===== src/rtl/ex_dispatch_pkg.sv =====
// Shared types and constants for the execute dispatch stage.
package ex_pkg;

   localparam int SIG_W = 20;

   localparam logic [4:0] OP_MUL    = 5'd0;
   localparam logic [4:0] OP_MULH   = 5'd1;
   localparam logic [4:0] OP_MULHSU = 5'd2;
   localparam logic [4:0] OP_MULHU  = 5'd3;
   localparam logic [4:0] OP_DIV    = 5'd4;
   localparam logic [4:0] OP_DIVU   = 5'd5;
   localparam logic [4:0] OP_REM    = 5'd6;
   localparam logic [4:0] OP_REMU   = 5'd7;
   localparam logic [4:0] OP_FADD   = 5'd8;
   localparam logic [4:0] OP_FSUB   = 5'd9;
   localparam logic [4:0] OP_FMUL   = 5'd10;
   localparam logic [4:0] OP_FDIV   = 5'd11;
   localparam logic [4:0] OP_FEQ    = 5'd12;
   localparam logic [4:0] OP_FLT    = 5'd13;
   localparam logic [4:0] OP_FLE    = 5'd14;
   localparam logic [4:0] OP_FSGNJ  = 5'd15;
   localparam logic [4:0] OP_FSGNJN = 5'd16;

   localparam logic [2:0] EXC_NONE    = 3'd0;
   localparam logic [2:0] EXC_ILLEGAL = 3'd2;
   localparam logic [2:0] EXC_TIMEOUT = 3'd7;

   typedef enum logic [1:0] {
      S_IDLE,
      S_ISSUE,
      S_WAIT,
      S_DONE
   } state_t;

endpackage


===== src/rtl/ex_dispatch_if.sv =====
// Decode, exu and writeback signals of the dispatch stage.
// master: dispatch side; slave: surrounding pipeline and exu.
interface ex_dispatch_if
   import ex_pkg::*;
   #(parameter int TAG_W = 5);

   logic             in_valid;
   logic             in_ready;
   logic [4:0]       in_op;
   logic [31:0]      in_src1;
   logic [31:0]      in_src2;
   logic [TAG_W-1:0] in_rd;

   logic [SIG_W-1:0] ex_sig;
   logic [31:0]      ex_src1;
   logic [31:0]      ex_src2;
   logic             ex_out_valid;
   logic [31:0]      ex_result;
   logic [2:0]       ex_exception;
   logic             ex_in_valid;

   logic             wb_valid;
   logic             wb_ready;
   logic [31:0]      wb_result;
   logic [2:0]       wb_exception;
   logic [TAG_W-1:0] wb_rd;

   modport master (
      input  in_valid, in_op, in_src1, in_src2, in_rd,
      input  ex_result, ex_exception, ex_in_valid, wb_ready,
      output in_ready, ex_sig, ex_src1, ex_src2, ex_out_valid,
      output wb_valid, wb_result, wb_exception, wb_rd
   );

   modport slave (
      output in_valid, in_op, in_src1, in_src2, in_rd,
      output ex_result, ex_exception, ex_in_valid, wb_ready,
      input  in_ready, ex_sig, ex_src1, ex_src2, ex_out_valid,
      input  wb_valid, wb_result, wb_exception, wb_rd
   );

endinterface


===== src/rtl/ex_op_decode.sv =====
// Opcode to one-hot exu select; opcodes above OP_FSGNJN are illegal.
module ex_op_decode
   import ex_pkg::*;
(
   input  logic [4:0]       op,
   output logic [SIG_W-1:0] sig,
   output logic             legal
);

   always_comb begin
      legal = (op <= OP_FSGNJN);
      sig   = '0;
      if (legal) sig = SIG_W'(1) << op;
   end

endmodule


===== src/rtl/ex_dispatch.sv =====
// Issue stage in front of the multi-cycle exu.
// Optional WAIT watchdog enabled by EX_WATCHDOG_EN.
module ex_dispatch
   import ex_pkg::*;
   #(parameter int TAG_W   = 5,
     parameter int TIMEOUT = 128)
(
   input  logic          clk,
   input  logic          rst,
   ex_dispatch_if.master io,
   output logic          busy
);

   state_t           state;
   logic [SIG_W-1:0] sig_q;
   logic [31:0]      src1_q;
   logic [31:0]      src2_q;
   logic [TAG_W-1:0] rd_q;
   logic [31:0]      res_q;
   logic [2:0]       exc_q;
   logic [SIG_W-1:0] dec_sig;
   logic             dec_legal;

`ifdef EX_WATCHDOG_EN
   localparam int CNT_W = (TIMEOUT > 2) ? $clog2(TIMEOUT) : 1;
   logic [CNT_W-1:0] cnt;
`else
   logic unused_timeout;
   assign unused_timeout = (TIMEOUT > 0);
`endif

   ex_op_decode u_dec (
      .op    (io.in_op),
      .sig   (dec_sig),
      .legal (dec_legal)
   );

   assign io.in_ready     = (state == S_IDLE);
   assign io.ex_out_valid = (state == S_ISSUE);
   assign io.wb_valid     = (state == S_DONE);
   assign busy            = (state != S_IDLE);
   assign io.ex_sig       = sig_q;
   assign io.ex_src1      = src1_q;
   assign io.ex_src2      = src2_q;
   assign io.wb_rd        = rd_q;
   assign io.wb_result    = res_q;
   assign io.wb_exception = exc_q;

   always_ff @(posedge clk or posedge rst) begin
      if (rst) begin
         state  <= S_IDLE;
         sig_q  <= '0;
         src1_q <= '0;
         src2_q <= '0;
         rd_q   <= '0;
         res_q  <= '0;
         exc_q  <= EXC_NONE;
`ifdef EX_WATCHDOG_EN
         cnt    <= '0;
`endif
      end else begin
         unique case (state)
            S_IDLE: begin
               if (io.in_valid) begin
                  sig_q  <= dec_sig;
                  src1_q <= io.in_src1;
                  src2_q <= io.in_src2;
                  rd_q   <= io.in_rd;
                  if (dec_legal) begin
                     state <= S_ISSUE;
                  end else begin
                     res_q <= '0;
                     exc_q <= EXC_ILLEGAL;
                     state <= S_DONE;
                  end
               end
            end
            S_ISSUE: begin
               state <= S_WAIT;
`ifdef EX_WATCHDOG_EN
               cnt   <= '0;
`endif
            end
            S_WAIT: begin
               // a response in the timeout cycle still wins
               if (io.ex_in_valid) begin
                  res_q <= io.ex_result;
                  exc_q <= io.ex_exception;
                  state <= S_DONE;
               end
`ifdef EX_WATCHDOG_EN
               else if (cnt == CNT_W'(TIMEOUT - 1)) begin
                  res_q <= '0;
                  exc_q <= EXC_TIMEOUT;
                  state <= S_DONE;
               end else begin
                  cnt <= cnt + 1'b1;
               end
`endif
            end
            S_DONE: begin
               if (io.wb_ready) state <= S_IDLE;
            end
            default: state <= S_IDLE;
         endcase
      end
   end

endmodule

===== src/flat_wrapper.sv =====
// flat-port wrapper written by rule: the top's interface ports become plain ports
module ex_dispatch_flat import ex_pkg::*;
#(parameter int TAG_W   = 5,
     parameter int TIMEOUT = 128)
  (clk, rst, busy, io_in_valid, io_in_op, io_in_src1, io_in_src2, io_in_rd, io_ex_result, io_ex_exception, io_ex_in_valid, io_wb_ready, io_in_ready, io_ex_sig, io_ex_src1, io_ex_src2, io_ex_out_valid, io_wb_valid, io_wb_result, io_wb_exception, io_wb_rd);
  ex_dispatch_if #(.TAG_W(TAG_W)) io_i ();
  input  logic clk;
  input  logic rst;
  output logic busy;
  input wire logic [$bits(io_i.in_valid)-1:0] io_in_valid;
  input wire logic [$bits(io_i.in_op)-1:0] io_in_op;
  input wire logic [$bits(io_i.in_src1)-1:0] io_in_src1;
  input wire logic [$bits(io_i.in_src2)-1:0] io_in_src2;
  input wire logic [$bits(io_i.in_rd)-1:0] io_in_rd;
  input wire logic [$bits(io_i.ex_result)-1:0] io_ex_result;
  input wire logic [$bits(io_i.ex_exception)-1:0] io_ex_exception;
  input wire logic [$bits(io_i.ex_in_valid)-1:0] io_ex_in_valid;
  input wire logic [$bits(io_i.wb_ready)-1:0] io_wb_ready;
  output wire logic [$bits(io_i.in_ready)-1:0] io_in_ready;
  output wire logic [$bits(io_i.ex_sig)-1:0] io_ex_sig;
  output wire logic [$bits(io_i.ex_src1)-1:0] io_ex_src1;
  output wire logic [$bits(io_i.ex_src2)-1:0] io_ex_src2;
  output wire logic [$bits(io_i.ex_out_valid)-1:0] io_ex_out_valid;
  output wire logic [$bits(io_i.wb_valid)-1:0] io_wb_valid;
  output wire logic [$bits(io_i.wb_result)-1:0] io_wb_result;
  output wire logic [$bits(io_i.wb_exception)-1:0] io_wb_exception;
  output wire logic [$bits(io_i.wb_rd)-1:0] io_wb_rd;
  assign io_i.in_valid = io_in_valid;
  assign io_i.in_op = io_in_op;
  assign io_i.in_src1 = io_in_src1;
  assign io_i.in_src2 = io_in_src2;
  assign io_i.in_rd = io_in_rd;
  assign io_i.ex_result = io_ex_result;
  assign io_i.ex_exception = io_ex_exception;
  assign io_i.ex_in_valid = io_ex_in_valid;
  assign io_i.wb_ready = io_wb_ready;
  assign io_in_ready = io_i.in_ready;
  assign io_ex_sig = io_i.ex_sig;
  assign io_ex_src1 = io_i.ex_src1;
  assign io_ex_src2 = io_i.ex_src2;
  assign io_ex_out_valid = io_i.ex_out_valid;
  assign io_wb_valid = io_i.wb_valid;
  assign io_wb_result = io_i.wb_result;
  assign io_wb_exception = io_i.wb_exception;
  assign io_wb_rd = io_i.wb_rd;
  ex_dispatch #(.TAG_W(TAG_W), .TIMEOUT(TIMEOUT)) u_core (.clk(clk), .rst(rst), .io(io_i), .busy(busy));
endmodule

===== config.mk =====
export PLATFORM = sky130hd
export DESIGN_NAME = ex_dispatch_flat
export DESIGN_NICKNAME = d
export VERILOG_FILES = /design/src/rtl/ex_dispatch_pkg.sv /design/src/rtl/ex_dispatch_if.sv /design/src/rtl/ex_op_decode.sv /design/src/rtl/ex_dispatch.sv /design/src/flat_wrapper.sv
export SDC_FILE = /design/constraint.sdc
export NUM_CORES = 1
export LEC_CHECK = 0
export BUFFER_PORTS_ARGS = -buffer_cell sky130_fd_sc_hd__buf_2
export CAP_MARGIN = 20
export CORE_UTILIZATION = 48
export CTS_BUF_LIST = sky130_fd_sc_hd__clkbuf_8
export DETAILED_ROUTE_END_ITERATION = 7
export HOLD_SLACK_MARGIN = 0.05
export MAX_ROUTING_LAYER = met4
export PLACE_DENSITY = 0.85
export SLEW_MARGIN = 10
export SYNTH_ARGS = -nofsm -noshare
export SYNTH_HDL_FRONTEND = slang
export SYNTH_SLANG_ARGS = --single-unit

===== constraint.sdc =====
create_clock -name clk -period 5.34 [get_ports clk]
set_clock_uncertainty 0.15 [all_clocks]
set_input_delay 0.534 -clock clk [delete_from_list [all_inputs] [get_ports clk]]
set_output_delay 0.534 -clock clk [all_outputs]
set_load 0.01 [all_outputs]

==> results of run 1 <==
cells by family (layout without fill, tap and decap cells):
family	count (synthesis)	count (layout)	synth area share, %
AND/OR/NAND/NOR	66	66	5.905
AO/OA/AOI/OAI	19	19	3.159
flip-flops	126	126	61.24
adder cells (fa/ha/maj)	5	5	1.215
multiplexers	107	107	22.53
buffers and inverters	59	316	5.954
critical path: stages, from the launching register on:
cell and delay, ns:
dfrtp_1 0.41, inv_1 0.13, ha_1 0.35, nand2_4 0.32, buf_16 0.31, nor4b_1 0.64
a32o_1 0.26
registers in the layout, summed over array words and instances, names as in the netlist:
signal                  flops
u_core.io.ex_sig           20
u_core.state                2
u_core.io.ex_src1          32
u_core.io.wb_exception      3
u_core.io.ex_src2          32
u_core.io.wb_result        32
u_core.io.wb_rd             5
power groups by stage:
stage	Sequential (W)	Clock, W	Combinational [W]
floorplan	0.00167	0	0.000886
global placement	0.00149	0	0.00148
detailed placement	0.00151	0	0.00155
CTS	0.00149	0.00101	0.00155
global route	0.00154	0.00105	0.00167
finish	0.00149	0.000985	0.00153
stage by stage:
step	hold WS, ns	cell area [um^2]	utilization, %
6_report	0.1574	6920	66.74
5_1_grt	0.1549	6920	66.74
4_1_cts	0.1592	6893	66.47
3_5_place_dp	0.3160	6410	61.81
3_3_place_gp	0.3119	6410	61.81
2_1_floorplan	0.3662	5149	-
worst min-delay path by stage:
| stage | to | cells after the start |
|---|---|---|
| after CTS | u_core.io.ex_src2[18]$_DFFE_PP0P_ | 2 |
| after global placement | u_core.io.ex_sig[15]$_DFFE_PP0P_ | 2 |
| after floorplan | u_core.io.ex_sig[13]$_DFFE_PP0P_ | 2 |
| final | u_core.io.wb_result[9]$_DFFE_PP0P_ | 2 |
| after global routing | u_core.io.ex_src2[24]$_DFFE_PP0P_ | 2 |
| after detailed placement | u_core.io.ex_sig[19]$_DFFE_PP0P_ | 1 |
routing by layer:
layer / up-vias / routed length [um] / track usage [%]
li1: 1763 / - / -
met1: 1837 / 4712 / 25.50
met2: 148 / 6067 / 38.35
met3: 15 / 805 / 7.297
met4: 0 / 148 / 8.929
met5: - / 0 / -
cell usage in the layout, fill, tap and decap left out, types with 4 or more instances in the layout:
master	count
ha_1	5
bufinv_16	5
nor2_1	4
mux2_2	71
a22o_1	7
inv_1	38
mux2i_1	36
dfrtp_1	126
clkbuf_8	20
nand2_1	44
o31ai_1	4
buf_2	241
o21ai_0	4
layout make-up:
class,count,area [um^2]
fill,808,3450
sequential,126,3153
multi-input combinational,197,1709
timing repair buffer,245,1256
clock buffer,20,275.3
clock inverter,12,207.7
tap,136,170.2
inverter,39,148.9
==> out/metrics.yaml, run 1 <==
route:
  drt_wl_total_um: 11730
  ant_nets: 0
  first_iter_violations: 135
  route.vias.total: 3763
  viasPerCell: 4.855
  drc: 0
  firstDrtPassIters: 4
  wl_per_cell_um: 15.14
logic_synthesis:
  synth-warning-count: 0
  synthTopCellsByArea: "dfrtp_1 61%, mux2_2 16%, mux2i_1 7.0%, nand2_1 3.3%, inv_1 2.8%"
  yosys-top-cells-count: "126 x dfrtp_1, 71 x mux2_2, 45 x nand2_1, 39 x inv_1, 36 x mux2i_1"
  yosys.area.top_type_share_pct: 61.24
  syn_avg_cell_area_um2: 13.48
  synth_edf_count: 0
  synth-main-ff-cell: "dfrtp_1"
  seq_area_frac_synth_pct: 61.24
  synth_cells: 382
  syn_area_um2: 5149
  ys_ff_latch: 126
  synthArstFlopShare_pct: 100.0
  yosysTopAreaCell: "dfrtp_1"
  yosysMostFrequentCell: "dfrtp_1"
  yosys.cell_types.count: 29
  synth_nets: 501
place:
  place_hpwl_um: 8458
  place_worst_setup_slack_ns: 2.451
  routabilityCongestion: 0.7559
  placed_cells: 742
  port_buffers: 241
cts:
  htree_levels: 4
  cts_resized: 0
  post-cts-setup-buffer-count: 0
  tritoncts.num_buffers: 17
  cts_tree: "yes"
  postCtsHoldBufs: 0
  clk_pin_slew_ns: 0.08
  clock_latency_ns: 0.42
  cts-root-buf: "clkbuf_8"
  cts_num_sinks: 126
  clock_path_buffers: 2
power:
  switching_share_pct: 33.53
  power_frac_seq_pct: 37.2
  power.share.clock_pct: 24.5
  pwr-share-comb_pct: 38.2
  power.internal_w: 0.002667
  power.total_w: 0.004012
  switching_power_w: 0.001345
  peakVddDrop_v: 0.0003424
  power_density_nw_per_um2: 579.8
  leakagePower_nw: 3.613
final_layout:
  drive_gt1_share_pct: 55.40
  area_delta_synth_final_pct: 34.41
  antenna_cells: 0
  stdcell_count: 775
  nets: 745
critical_path:
  cp_data_required_time_ns: 5.55
  cp.arrival_ns: 2.87
  r2r-start: "u_core.state[0]$_DFFE_PP0P_"
  r2r-end: "u_core.io.ex_sig[11]$_DFFE_PP0P_"
  critPathLaunch: "u_core.state[0]$_DFFE_PP0P_"
  worst_setup_path_end_kind: "flip-flop"
  critPathMaxFanout: 66
  r2r_cells: 6
  path_class: "reg2reg"
  startpoint_type: "flip-flop"
  r2r_slack_ns: 2.68
  critPathCapture: "u_core.io.ex_sig[11]$_DFFE_PP0P_"
timing:
  slew_viol_final: 0
  fin_crit_sh_pct: 49.89
  finalWorstSetupSlack_ns: 2.676
  finalHoldViolCount: 0
  min_period_ns: 2.664
  worstMarginPinSlew_ns: 0.9168
  max_freq_ghz: 0.3753
  setup_violations: 0
  rsz0062_at_grt: "no"
  fin_tns_setup_ns: 0
  relSlewSlack_pct: 38.88
floorplan:
  die-area_um2: 11150
  die_y_um: 105.6
  ios: 242
  rows: 37
  start_util_pct: 49.65
  core-area_um2: 10370
  die_w_um: 105.6
grt:
  gr-usage-all-layers_pct: 22.87
  antenna_found_initial: 0
  overflow: 0
  grt_max_degree: 98
  grt_pass1_vias: 4037
  grt_pass1_wl_um: 19080
worst_hold_path:
  hold_class: "in2async"
run_status:
  status: "finished clean"
flow_run:
  drv_cap: 0
(Power assumes the default switching activity.)
==> run 2: changes to the inputs <==
==> constraint.sdc (replaced) <==
create_clock -name clk -period 2.8 [get_ports clk]
set_clock_uncertainty 0.15 [all_clocks]
set_input_delay 0.28 -clock clk [delete_from_list [all_inputs] [get_ports clk]]
set_output_delay 0.28 -clock clk [all_outputs]
set_load 0.01 [all_outputs]
==> run 2 against run 1 <==
Against the previous run: count of clock-buffer cells in the layout fell by 3; non-clock buffer count rose by 115; sequential power rose by 94%; global-route usage rose by 5.6 points; register-to-register slack got worse by 2.5 ns; sequential cell count did not move; worst setup slack got worse by 2.5 ns; first-iteration DRC count rose by 83%; maximum frequency rose by 2.7%; critical endpoint is now u_core.io.ex_sig[12]$_DFFE_PP0P_.
==> out/metrics.yaml, run 2 (synthesized netlist as in run 1, its figures left out) <==
final_layout:
  final_common_cell: "buf_2"
  nets: 860  # +15%
  layout_common_cells: "241 x buf_2, 126 x dfrtp_1, 109 x dlygate4sd3_1"
  antenna_cells: 0  # unchanged
  area_delta_synth_final_pct: 54.22
  fin_area_um2: 7940  # +15%
  drive_gt1_share_pct: 47.01  # -8.4 points
power:
  leakagePower_nw: 4.060  # +12%
  peakVddDrop_v: 0.0006252  # +83%
  power.total_w: 0.007507  # +87%
  power_density_nw_per_um2: 945.4  # +63%
cts:
  cts-root-buf: "clkbuf_8"
  clk_pin_slew_ns: 0.07  # about the same
  clock_latency_ns: 0.42  # about the same
  htree_levels: 4  # unchanged
  clock_path_buffers: 2  # unchanged
  cts_num_sinks: 126  # unchanged
  tritoncts.num_buffers: 17  # unchanged
  post-cts-setup-buffer-count: 0  # unchanged
  cts_tree: "yes"
route:
  drt_wl_total_um: 14900  # +27%
  wl_per_cell_um: 16.76  # +11%
  drc: 0  # unchanged
  firstDrtPassIters: 4  # unchanged
  route.vias.total: 4364  # +16%
  viasPerCell: 4.909  # +1.1%
  first_iter_violations: 247  # +83%
  ant_nets: 0  # unchanged
timing:
  fin_crit_sh_pct: 92.67  # +43 points
  setup_violations: 0  # unchanged
  slew_viol_final: 0  # unchanged
  min_period_ns: 2.595  # -0.06969 ns
  finalHoldViolCount: 0  # unchanged
  max_freq_ghz: 0.3854  # +2.7%
  fin_tns_setup_ns: 0  # unchanged
  worstMarginPinSlew_ns: 0.6555  # -0.2613 ns
  relSlewSlack_pct: 56.30  # +17 points
  rsz0062_at_grt: "no"
critical_path:
  cp.arrival_ns: 2.80  # -0.07 ns
  crit_slowest_cell: "dlygate4sd3_1"
  critical_path.cell_chain: "inv_1 > ha_2 > nand2_8 > nand4bb_1 > o31ai_1 > dlygate4sd3_1"
  crit_family: "buffers and inverters"
  startpoint_type: "flip-flop"
  path_class: "reg2reg"
  worst_path_largest_cell_delay_ns: 0.61  # -0.03 ns
  critPathMaxFanout: 41  # -38%
  path_buf_inv: 2  # unchanged
  worst_setup_path_end_kind: "flip-flop"
  cp_data_required_time_ns: 3.00  # -2.55 ns
floorplan:
  core-area_um2: 10370  # unchanged
  ios: 242  # unchanged
  start_util_pct: 49.65  # unchanged
  rows: 37  # unchanged
  die_y_um: 105.6  # unchanged
  die_w_um: 105.6  # unchanged
  die-area_um2: 11150  # unchanged
grt:
  overflow: 0  # unchanged
  grt_pass1_wl_um: 23320  # +22%
  gr-usage-all-layers_pct: 28.44  # +5.6 points
  antenna_found_initial: 0  # unchanged
  grt_pass1_vias: 4765  # +18%
  grt_max_degree: 127  # +30%
place:
  place_hpwl_um: 8766  # +3.6%
  port_buffers: 241  # unchanged
  placed_cell_area_um2: 6489  # +1.2%
  routabilityCongestion: 0.7926  # +4.9%
worst_hold_path:
  hold_class: "in2reg"
flow_run:
  drv_cap: 0  # unchanged
run_status:
  status: "finished clean"
[run 2: changes by cell type in the layout (fill, tap and decap cells not counted), moves of 2 or more]
cell and change:
clkinv_2 +5, inv_1 +6, dlygate4sd3_1 +109, buf_4 +5, clkbuf_8 -3, bufinv_16 -3
buf_12 +2, clkinv_4 -3
[run 2: final cells by class]
type | instances | area (um^2)
clock buffer | 17 | 234.0
clock inverter | 14 | 115.1
fill | 648 | 2430
inverter | 39 | 150.1
multi-input combinational | 197 | 1720
sequential | 126 | 3153
tap | 136 | 170.2
timing repair buffer | 360 | 2397
[run 2: tightest hold or removal path, cell delays in order]
cell     delay, ns
buf_2         0.18
nand2_1       0.10
o31ai_1       0.07
[run 2: routing by layer]
| metal | global-route usage, % | wire, um | vias up |
|---|---|---|---|
| li1 | - | - | 1987 |
| met1 | 29.54 | 5493 | 2126 |
| met2 | 50.05 | 7928 | 201 |
| met3 | 7.359 | 969 | 50 |
| met4 | 13.99 | 505 | 0 |
| met5 | - | 0 | - |
[run 2: metrics by stage]
step	instances	setup WS (ns)	util, %	hold WS, ns
after global placement	749	0.6109	62.57	0.3097
final	889	0.2054	76.57	0.1102
after floorplan	382	0.7312	-	0.2660
after global routing	889	0.07857	76.57	0.08187
after CTS	889	0.1516	76.46	0.06634
after detailed placement	749	0.4495	62.57	0.3154
[run 2: final timing paths]
check,startpoint,endpoint,slack [ns],cells after the start
max,u_core.state[1]$_DFFE_PP0P_,u_core.io.ex_sig[12]$_DFFE_PP0P_,0.21,6
min,io_in_op[0],u_core.io.ex_sig[3]$_DFFE_PP0P_,0.11,3
max reg2reg,u_core.state[1]$_DFFE_PP0P_,u_core.io.ex_sig[12]$_DFFE_PP0P_,0.21,6
min reg2reg,u_core.io.ex_sig[2]$_DFFE_PP0P_,u_core.io.ex_sig[2]$_DFFE_PP0P_,0.32,2
max in group asynchronous,rst,u_core.io.wb_result[19]$_DFFE_PP0P_,1.52,4
min in group asynchronous,rst,u_core.io.wb_result[6]$_DFFE_PP0P_,0.47,4
[run 2: timing repair]
item                                    in CTS  in global routing
endpoints found under the setup margin       0                  1
hold endpoints to repair                   232                  0
resized for setup                            0                  2
hold buffers                               109                  0
[run 2: where the power goes]
group	total [W]	switching [W]	internal [W]
combinational	0.00320	0.00162	0.00158
sequential	0.00289	0.000376	0.00252
clock	0.00142	0.000662	0.000757
total	0.00751	0.00266	0.00485
==> run 3: changes to the inputs <==
--- a/config.mk
+++ b/config.mk
@@ -7,12 +7,12 @@
 export LEC_CHECK = 0
 export BUFFER_PORTS_ARGS = -buffer_cell sky130_fd_sc_hd__buf_2
 export CAP_MARGIN = 20
-export CORE_UTILIZATION = 48
+export CORE_UTILIZATION = 43
 export CTS_BUF_LIST = sky130_fd_sc_hd__clkbuf_8
 export DETAILED_ROUTE_END_ITERATION = 7
 export HOLD_SLACK_MARGIN = 0.05
 export MAX_ROUTING_LAYER = met4
-export PLACE_DENSITY = 0.85
+export PLACE_DENSITY = 0.81
 export SLEW_MARGIN = 10
 export SYNTH_ARGS = -nofsm -noshare
 export SYNTH_HDL_FRONTEND = slang
==> constraint.sdc (replaced) <==
create_clock -name clk -period 2.35 [get_ports clk]
set_clock_uncertainty 0.15 [all_clocks]
set_input_delay 0.235 -clock clk [delete_from_list [all_inputs] [get_ports clk]]
set_output_delay 0.235 -clock clk [all_outputs]
set_load 0.01 [all_outputs]
==> run 3 against run 2 <==
Against the previous run: highest routed layer unchanged; the run now ends with design-rule violations left; sequential cell count unchanged; maximum frequency increased by 14%; wire length decreased by 3.0%; critical endpoint unchanged; global-route usage decreased by 3.4 points; critical path type unchanged.
==> out/metrics.yaml, run 3 (synthesized netlist as in run 1, its figures left out) <==
cts:
  htree_levels: 4  # unchanged
  clock_path_buffers: 2  # unchanged
  tritoncts.num_buffers: 17  # unchanged
  clk_pin_slew_ns: 0.07  # about the same
  cts_tree: "yes"
  cts_num_sinks: 126  # unchanged
  cts-root-buf: "clkbuf_8"
  clock_latency_ns: 0.41  # about the same
power:
  leakagePower_nw: 4.154  # +2.3%
  power_density_nw_per_um2: 1126  # +19%
  peakVddDrop_v: 0.0008025  # +28%
  power.total_w: 0.009183  # +22%
route:
  drt_wl_total_um: 14460  # -3.0%
  first_iter_violations: 233  # -5.7%
  wl_per_cell_um: 15.94  # -4.9%
  ant_nets: 0  # unchanged
  viasPerCell: 4.787  # -2.5%
  route.vias.total: 4342  # -0.50%
  firstDrtPassIters: 6  # +2
  drc: 32  # +32
floorplan:
  die-area_um2: 12420  # +11%
  core-area_um2: 11560  # +12%
  rows: 39  # +5.4%
  ios: 242  # unchanged
  start_util_pct: 44.52  # -5.1 points
  die_y_um: 111.4  # +5.5%
  die_w_um: 111.4  # +5.5%
grt:
  overflow: 0  # unchanged
  antenna_found_initial: 0  # unchanged
  grt_max_degree: 127  # unchanged
  grt_pass1_vias: 4758  # -0.15%
  grt_pass1_wl_um: 23200  # -0.51%
  gr-usage-all-layers_pct: 25.00  # -3.4 points
timing:
  finalHoldViolCount: 0  # unchanged
  relSlewSlack_pct: 56.17  # -0.13 points
  setup_violations: 0  # unchanged
  slew_viol_final: 0  # unchanged
  worstMarginPinSlew_ns: 0.6575  # +0.001959 ns
  fin_crit_sh_pct: 96.62  # +4.0 points
  max_freq_ghz: 0.4404  # +14%
  min_period_ns: 2.270  # -0.3241 ns
final_layout:
  fin_area_um2: 8153  # +2.7%
  antenna_cells: 0  # unchanged
  nets: 872  # +1.4%
  area_delta_synth_final_pct: 58.35
  stdcell_count: 907  # +2.0%
  layout_common_cells: "241 x buf_2, 126 x dfrtp_1, 119 x dlygate4sd3_1"
  final_common_cell: "buf_2"
  drive_gt1_share_pct: 46.86  # -0.15 points
critical_path:
  worst_setup_path_end_kind: "flip-flop"
  path_buf_inv: 2  # unchanged
  crit_family: "buffers and inverters"
  cp.arrival_ns: 2.48  # -0.32 ns
  cp_data_required_time_ns: 2.56  # -0.44 ns
  critical_path.cell_chain: "inv_1 > ha_1 > nand2_4 > nand4bb_4 > o31ai_1 > dlygate4sd3_1"
  worst_path_largest_cell_delay_ns: 0.59  # -0.02 ns
  startpoint_type: "flip-flop"
  path_class: "reg2reg"
  critPathMaxFanout: 10  # -76%
  crit_slowest_cell: "dlygate4sd3_1"
worst_hold_path:
  hold_class: "in2reg"
run_status:
  status: "finished with violations"
  failed_checks: "design-rule violations"
place:
  placed_cell_area_um2: 6538  # +0.75%
  routabilityCongestion: 0.7429  # -6.3%
  place_hpwl_um: 8660  # -1.2%
  port_buffers: 241  # unchanged
  placed_cells: 758  # +1.2%
flow_run:
  drv_cap: 0  # unchanged
[run 3: worst paths after layout]
path	from	to	slack (ns)	cells after the start
worst max-delay path	u_core.state[0]$_DFFE_PP0P_	u_core.io.ex_sig[12]$_DFFE_PP0P_	0.08	6
worst min register to register	u_core.io.ex_sig[13]$_DFFE_PP0P_	u_core.io.ex_sig[13]$_DFFE_PP0P_	0.33	2
worst max register to register	u_core.state[0]$_DFFE_PP0P_	u_core.io.ex_sig[12]$_DFFE_PP0P_	0.08	6
min in group asynchronous	rst	u_core.io.ex_src1[8]$_DFFE_PP0P_	0.43	4
worst min-delay path	io_in_op[1]	u_core.io.ex_sig[5]$_DFFE_PP0P_	0.10	3
max in group asynchronous	rst	u_core.state[1]$_DFFE_PP0P_	1.13	4
[run 3: area by class of cell]
cell class / instances / area, um^2
Timing Repair Buffer: 372 / 2537
Multi-Input combinational cell: 197 / 1725
Fill cell: 791 / 3412
Sequential cell: 126 / 3153
Clock inverter: 9 / 118.9
Tap cell: 143 / 178.9
Clock buffer: 21 / 289.0
Inverter: 39 / 150.1
[run 3: metrics by stage]
step                setup slack (ns)  setup TNS [ns]  util, %  hold WS, ns
finish                       0.07951               0    70.50       0.1015
global placement              0.2870               0    56.53       0.3115
detailed placement            0.1491               0    56.53       0.3155
floorplan                     0.2812               0        -       0.2210
CTS                          0.07933               0    70.10      0.05279
global route                -0.01075        -0.01075    70.50      0.08070
[run 3: layer usage]
metal	track usage (%)	wire (um)
met2	45.67	8095
met3	6.859	771
met5	-	0
met4	9.279	183
met1	25.42	5406
[run 3: timing repair]
action / 4_1_cts / 5_1_grt
resized for setup: 0 / 1
setup endpoints to repair: 0 / 1
hold endpoints to repair: 241 / 2
hold buffers: 116 / 3
setup buffers: 0 / 0
[run 3: worst min-delay path, cell delays in order]
cell and delay, ns:
buf_2 0.15, nor2b_1 0.07, a22o_1 0.17
[run 3: report_power, final]
part	internal (W)	leakage [nW]	switching, W
Sequential	0.00300	1.58	0.000430
Clock	0.00114	0.217	0.000776
Combinational	0.00195	2.35	0.00189
